<file path="config.mk">
export PLATFORM = sky130hd
export DESIGN_NAME = io_ctrl_hub
export DESIGN_NICKNAME = d
export VERILOG_FILES = /design/src/rtl/io_ctrl_hub.sv
export SDC_FILE = /design/constraint.sdc
export NUM_CORES = 1
export LEC_CHECK = 0
export ABC_AREA = 0
export ABC_CLOCK_PERIOD_IN_PS = 5890
export CORE_AREA = 5 5 227 229
export CTS_BUF_LIST = sky130_fd_sc_hd__clkbuf_2
export DETAILED_ROUTE_END_ITERATION = 12
export DIE_AREA = 0 0 232 234
export PLACE_DENSITY_LB_ADDON = 0.25
export SETUP_SLACK_MARGIN = 0.05
export SLEW_MARGIN = 20
export SYNTH_ARGS = -nofsm -noshare
export SYNTH_HDL_FRONTEND = slang
export SYNTH_SLANG_ARGS = --single-unit
</file>
<file path="constraint.sdc">
create_clock -name clk -period 5.89 [get_ports clk]
set_clock_uncertainty 0.15 [all_clocks]
set_input_delay 1.767 -clock clk [delete_from_list [all_inputs] [get_ports clk]]
set_output_delay 1.767 -clock clk [all_outputs]
set_load 0.005 [all_outputs]
</file>
<file path="src/rtl/io_ctrl_hub.sv">
// IO pad control hub: Wishbone register file, per-pad output source muxing,
// input synchronisation with sticky rising-edge capture and a level interrupt.
module io_ctrl_hub #(
    parameter int NUM_PADS    = 38,
    parameter int NUM_SRC     = 4,
    parameter int SYNC_STAGES = 2
) (
    input  logic                         clk,
    input  logic                         rst_n,
    input  logic                         wbs_cyc_i,
    input  logic                         wbs_stb_i,
    input  logic                         wbs_we_i,
    input  logic [3:0]                   wbs_sel_i,
    input  logic [7:0]                   wbs_adr_i,
    input  logic [31:0]                  wbs_dat_i,
    output logic                         wbs_ack_o,
    output logic [31:0]                  wbs_dat_o,
    input  logic [NUM_PADS-1:0]          io_in,
    output logic [NUM_PADS-1:0]          io_out,
    output logic [NUM_PADS-1:0]          io_oeb,
    input  logic [(NUM_SRC-1)*NUM_PADS-1:0] func_out,
    output logic [NUM_PADS-1:0]          io_in_sync,
    output logic                         irq
);

    localparam logic [63:0] PAD_MASK = (NUM_PADS >= 64) ? {64{1'b1}}
                                                         : ((64'd1 << NUM_PADS) - 64'd1);

    function automatic logic [255:0] sel_mask_f();
        logic [255:0] m;
        m = '0;
        for (int p = 0; p < 64; p++)
            if (p < NUM_PADS) m[4*p +: 4] = 4'hF;
        return m;
    endfunction

    localparam logic [255:0] SEL_MASK = sel_mask_f();

    logic                en_q;
    logic [63:0]         gpio_q, oeb_q, edge_q, mask_q;
    logic [255:0]        sel_q;
    logic [NUM_PADS-1:0] sync_q [SYNC_STAGES];
    logic [NUM_PADS-1:0] sync_prev;
    logic [SYNC_STAGES:0] valid_q;
    logic                ack_q, irq_q;
    logic                wr_en;
    logic [31:0]         rd_word, wr_val, wmask;
    logic [63:0]         in_w, rise_w, edge_clr;

    // The bus master must keep cyc/stb up through the ack cycle, otherwise the access is dropped.
    assign wbs_ack_o = ack_q & wbs_cyc_i & wbs_stb_i;
    assign wr_en     = wbs_ack_o & wbs_we_i;
    assign wbs_dat_o = wbs_ack_o ? rd_word : 32'd0;
    assign wmask     = {{8{wbs_sel_i[3]}}, {8{wbs_sel_i[2]}}, {8{wbs_sel_i[1]}}, {8{wbs_sel_i[0]}}};
    assign wr_val    = (rd_word & ~wmask) | (wbs_dat_i & wmask);

    assign io_in_sync = sync_q[SYNC_STAGES-1];
    assign in_w       = 64'(io_in_sync);
    // Edges are only trusted once sync_prev holds a genuinely sampled value.
    assign rise_w     = 64'(io_in_sync & ~sync_prev) & {64{valid_q[SYNC_STAGES]}};
    assign io_oeb     = en_q ? oeb_q[NUM_PADS-1:0] : {NUM_PADS{1'b1}};
    assign irq        = irq_q;

    always_comb begin
        rd_word = 32'd0;
        case (wbs_adr_i)
            8'h00: rd_word = {31'd0, en_q};
            8'h04: rd_word = gpio_q[31:0];
            8'h08: rd_word = gpio_q[63:32];
            8'h0C: rd_word = oeb_q[31:0];
            8'h10: rd_word = oeb_q[63:32];
            8'h14: rd_word = in_w[31:0];
            8'h18: rd_word = in_w[63:32];
            8'h1C: rd_word = edge_q[31:0];
            8'h20: rd_word = edge_q[63:32];
            8'h24: rd_word = mask_q[31:0];
            8'h28: rd_word = mask_q[63:32];
            8'h40, 8'h44, 8'h48, 8'h4C, 8'h50, 8'h54, 8'h58, 8'h5C:
                rd_word = sel_q[{wbs_adr_i[4:2], 5'd0} +: 32];
            default: rd_word = 32'd0;
        endcase
    end

    always_comb begin
        edge_clr = 64'd0;
        if (wr_en && wbs_adr_i == 8'h1C) edge_clr[31:0]  = wbs_dat_i & wmask;
        if (wr_en && wbs_adr_i == 8'h20) edge_clr[63:32] = wbs_dat_i & wmask;
    end

    always_comb begin
        io_out = '0;
        for (int p = 0; p < NUM_PADS; p++) begin
            if (sel_q[4*p +: 4] == 4'd0) io_out[p] = gpio_q[p];
            for (int k = 1; k < NUM_SRC; k++)
                if (sel_q[4*p +: 4] == 4'(k)) io_out[p] = func_out[(k-1)*NUM_PADS + p];
        end
    end

    always_ff @(posedge clk or negedge rst_n) begin
        if (!rst_n) begin
            for (int i = 0; i < SYNC_STAGES; i++) sync_q[i] <= '0;
            sync_prev <= '0;
            valid_q   <= '0;
        end else begin
            sync_q[0] <= io_in;
            for (int i = 1; i < SYNC_STAGES; i++) sync_q[i] <= sync_q[i-1];
            sync_prev <= io_in_sync;
            valid_q   <= {valid_q[SYNC_STAGES-1:0], 1'b1};
        end
    end

    // A rising edge in the same cycle as its W1C clear keeps the flag set.
    always_ff @(posedge clk or negedge rst_n) begin
        if (!rst_n) begin
            ack_q  <= 1'b0;
            irq_q  <= 1'b0;
            en_q   <= 1'b0;
            gpio_q <= '0;
            oeb_q  <= PAD_MASK;
            edge_q <= '0;
            mask_q <= '0;
            sel_q  <= '0;
        end else begin
            ack_q  <= wbs_cyc_i & wbs_stb_i & ~ack_q;
            irq_q  <= en_q & (|(edge_q & mask_q));
            edge_q <= ((edge_q & ~edge_clr) | rise_w) & PAD_MASK;
            if (wr_en) begin
                case (wbs_adr_i)
                    8'h00: en_q           <= wr_val[0];
                    8'h04: gpio_q[31:0]   <= wr_val & PAD_MASK[31:0];
                    8'h08: gpio_q[63:32]  <= wr_val & PAD_MASK[63:32];
                    8'h0C: oeb_q[31:0]    <= wr_val & PAD_MASK[31:0];
                    8'h10: oeb_q[63:32]   <= wr_val & PAD_MASK[63:32];
                    8'h24: mask_q[31:0]   <= wr_val & PAD_MASK[31:0];
                    8'h28: mask_q[63:32]  <= wr_val & PAD_MASK[63:32];
                    8'h40, 8'h44, 8'h48, 8'h4C, 8'h50, 8'h54, 8'h58, 8'h5C:
                        sel_q[{wbs_adr_i[4:2], 5'd0} +: 32] <=
                            wr_val & SEL_MASK[{wbs_adr_i[4:2], 5'd0} +: 32];
                    default: ;
                endcase
            end
        end
    end

endmodule

</file>
==> qor.txt <==
drt wl/cell -> 27.8 um
share of layout cells above drive strength 1 -> 0.225
Max Root-Sink Buffers -> 3
WL met1 -> 39900 um
type of element launching the critical path -> input port
maximum vdd drop -> 0.000153 V
IO Pins -> 349
largest net degree at the start of global routing -> 158
initial antenna violation count -> 9
drt via density -> 6.27
hold_buf cts -> 0
minimum period implied by the final worst setup slack -> 5940 ps
DP HPWL -> 75900 um
Max Cap Viol -> 0
Post-synth ARST share -> 1.00
Max Clock Freq -> 0.168 GHz
drt pass-1 iters -> 5
Post-Syn Nets -> 2609
R2R cell count -> 6
core area -> 0.0495 mm^2
Starting DRT DRC Count -> 2676
Critical Path End Type -> output port
failing checks -> setup timing
Reg clk slew, reported paths -> 120 ps
placed cell count -> 3438
yosys warns -> 0
setup ws final -> -51.5 ps
fin cells -> 3714
Die X -> 232 um
Initial Util -> 0.509
Vias -> 23300
CP max stage delay -> 520 ps
setup_tns -> -89.3 ps
Placer Congestion -> 1.01
Worst path most repeated cell -> buf_4
syn avg cell area -> 10.5 um^2
first-pass GRT wire length -> 152000 um
Worst Hold Class -> in -> async
register bit total from synthesis -> 528
most frequent cells in the layout -> dfrtp_1 (490), nand2_1 (483), clkdlybuf4s50_1 (309)
total congestion overflow -> 0
DRC viols -> 0
area grow syn2layout -> 28.0%
met3 wire len -> 9680 um
outcome -> finished, violations left
total chip power -> 7.15 mW
clock sink total -> 528
unrepaired setup endpoints after global routing -> yes
Num CTS Buffers -> 139
Distinct cells, synth -> 80
Die H -> 234 um
port bufs -> 348
cell count after synthesis -> 2402
Top Family by Delay on Critical Path -> buffers and inverters
Slew headroom -> 0.226
Clk Latency, worst-skew pair -> 1380 ps
CP bufs+invs -> 6
WP data required -> 3970 ps
DRT Wirelength -> 103000 um
number of global-route vias before repair -> 23400
power per standard cell area -> 222 mW/mm^2
Worst-Margin Slew -> 1160 ps
Worst path depth -> 11
Die Area -> 0.0543 mm^2
Total Routing Usage GR -> 0.378
slowest stage cell, crit path -> or4_4
routed wl met2 -> 47100 um
commonest non-fill, non-tap cell in the layout -> dfrtp_1
nets@finish -> 3141
CP Cell Sequence -> clkbuf_4 -> buf_4 -> ha_2 -> or4_4 -> buf_6 -> and4_4 -> buf_12 -> buf_4 -> nand3_1 -> a21oi_2 -> clkdlybuf4s50_1
Tcrit/Tclk final -> 1.01
critical path class -> in -> out
Leak Pwr -> 14.0 nW
FP Rows -> 82
Top FF cell, synth -> dfrtp_1
Root Buffer -> clkbuf_2
CTS tree -> done
DRT antenna net count -> 0
final slew viol count -> 0
Crit Path Max Fanout -> 4
highest routed layer -> met5
Seq/Total Area, Yosys -> 0.527
EDFF count, synth -> 0
Hold Vio Cnt, Final -> 0
Post-Syn Area -> 0.0252 mm^2
CTS H-tree lvls -> 4
worst endpoint data arrival time -> 4020 ps
Setup Viol. Count Final -> 3
flip-flops by register name, indices dropped and copies added, names as in the netlist, 3 cells and up:
signal	count
gpio_q	38
io_in_sync	38
oeb_q	38
sync_q	38
edge_q	38
valid_q	3
mask_q	38
sync_prev	38
sel_q	256
synthesized netlist by cell type (all sizes together), types with 17 or more instances:
library cell  count  area share
dfrtp           490        0.49
o31ai           143       0.043
clkbuf          134       0.020
a21oi            20      0.0041
a22oi            65       0.019
a211oi           46       0.014
nand3            42      0.0083
nand2           485       0.072
mux2i           108       0.043
nand4            18      0.0045
mux2             26       0.012
o2bb2ai          40       0.014
nor2             61      0.0092
dfstp            38       0.040
mux4             40       0.036
nor2b            44       0.011
nand2b           43       0.011
nor3             17      0.0038
a2111oi          43       0.016
and3             19      0.0047
buf              93       0.026
o21ai           207       0.041
a22o             27      0.0094
report_power, final:
group	total, mW	internal [mW]	switching (mW)
logic	0.725	0.313	0.412
clock network	2.73	1.15	1.57
registers	3.70	3.67	0.0339
through the flow:
stage,hold slack (ps),util,setup slack [ps],instance area (um^2)
2_1_floorplan,181,-,75.3,25200
3_3_place_gp,181,0.614,-382,30300
3_5_place_dp,185,0.614,-387,30300
4_1_cts,1.60,0.644,-112,31900
5_1_grt,32.8,0.651,-94.7,32200
6_report,80.7,0.652,-51.5,32200
logic make-up (layout without fill, tap and decap cells):
logic type	count (synthesis)	count (layout)	synth area share
and+or+nand+nor	770	771	0.138
AOI/OAI and AO/OA	685	685	0.193
DFF	528	528	0.527
buffers and inverters	238	868	0.0480
muxes	174	174	0.0905
adders and majority gates	6	6	0.00298
other	1	10	0.000149
worst reg2reg max path, delay by kind of cell, from the launching register on:
family | cells | cell delay (ps)
buffers and inverters | 1 | 280
flip-flops | 1 | 380
AND/OR/NAND/NOR | 4 | 1750
AO/OA/AOI/OAI | 1 | 480
worst paths after layout:
path                                 startpoint                       end  slack [ps]
max                                wbs_adr_i[2]             wbs_dat_o[16]         -50
min                                       rst_n     sel_q[48]$_DFFE_PN0P_          80
max reg2reg                     ack_q$_DFF_PN0_     sel_q[42]$_DFFE_PN0P_        2720
min reg2reg                sync_q[64]$_DFF_PN0_  io_in_sync[26]$_DFF_PN0_         190
max in group asynchronous                 rst_n  io_in_sync[34]$_DFF_PN0_        4240
min in group clk           sync_q[64]$_DFF_PN0_  io_in_sync[26]$_DFF_PN0_         190
timing repair:
item,4_1_cts,5_1_grt
pin swaps,14,17
cloned,1,0
gates resized for setup,68,59
buffers inserted,6,20
setup endpoints to repair,32,22
cell type report:
type	count	area (um^2)
diodes	9	22.5
clock buffers	208	1040
clock inverters	32	268
fillers	4075	17200
inverters	11	46.3
multi-input cells	1637	11000
flip-flops and latches	528	13300
well taps	672	841
repair buffers	617	5770
per-layer routing:
metal / vias up / GRT usage
li1: 9921 / -
met2: 1510 / 0.583
met5: - / 0
met3: 328 / 0.0924
met4: 4 / 0.215
met1: 11500 / 0.494
No activity file was read; power rests on OpenSTA's default activity.
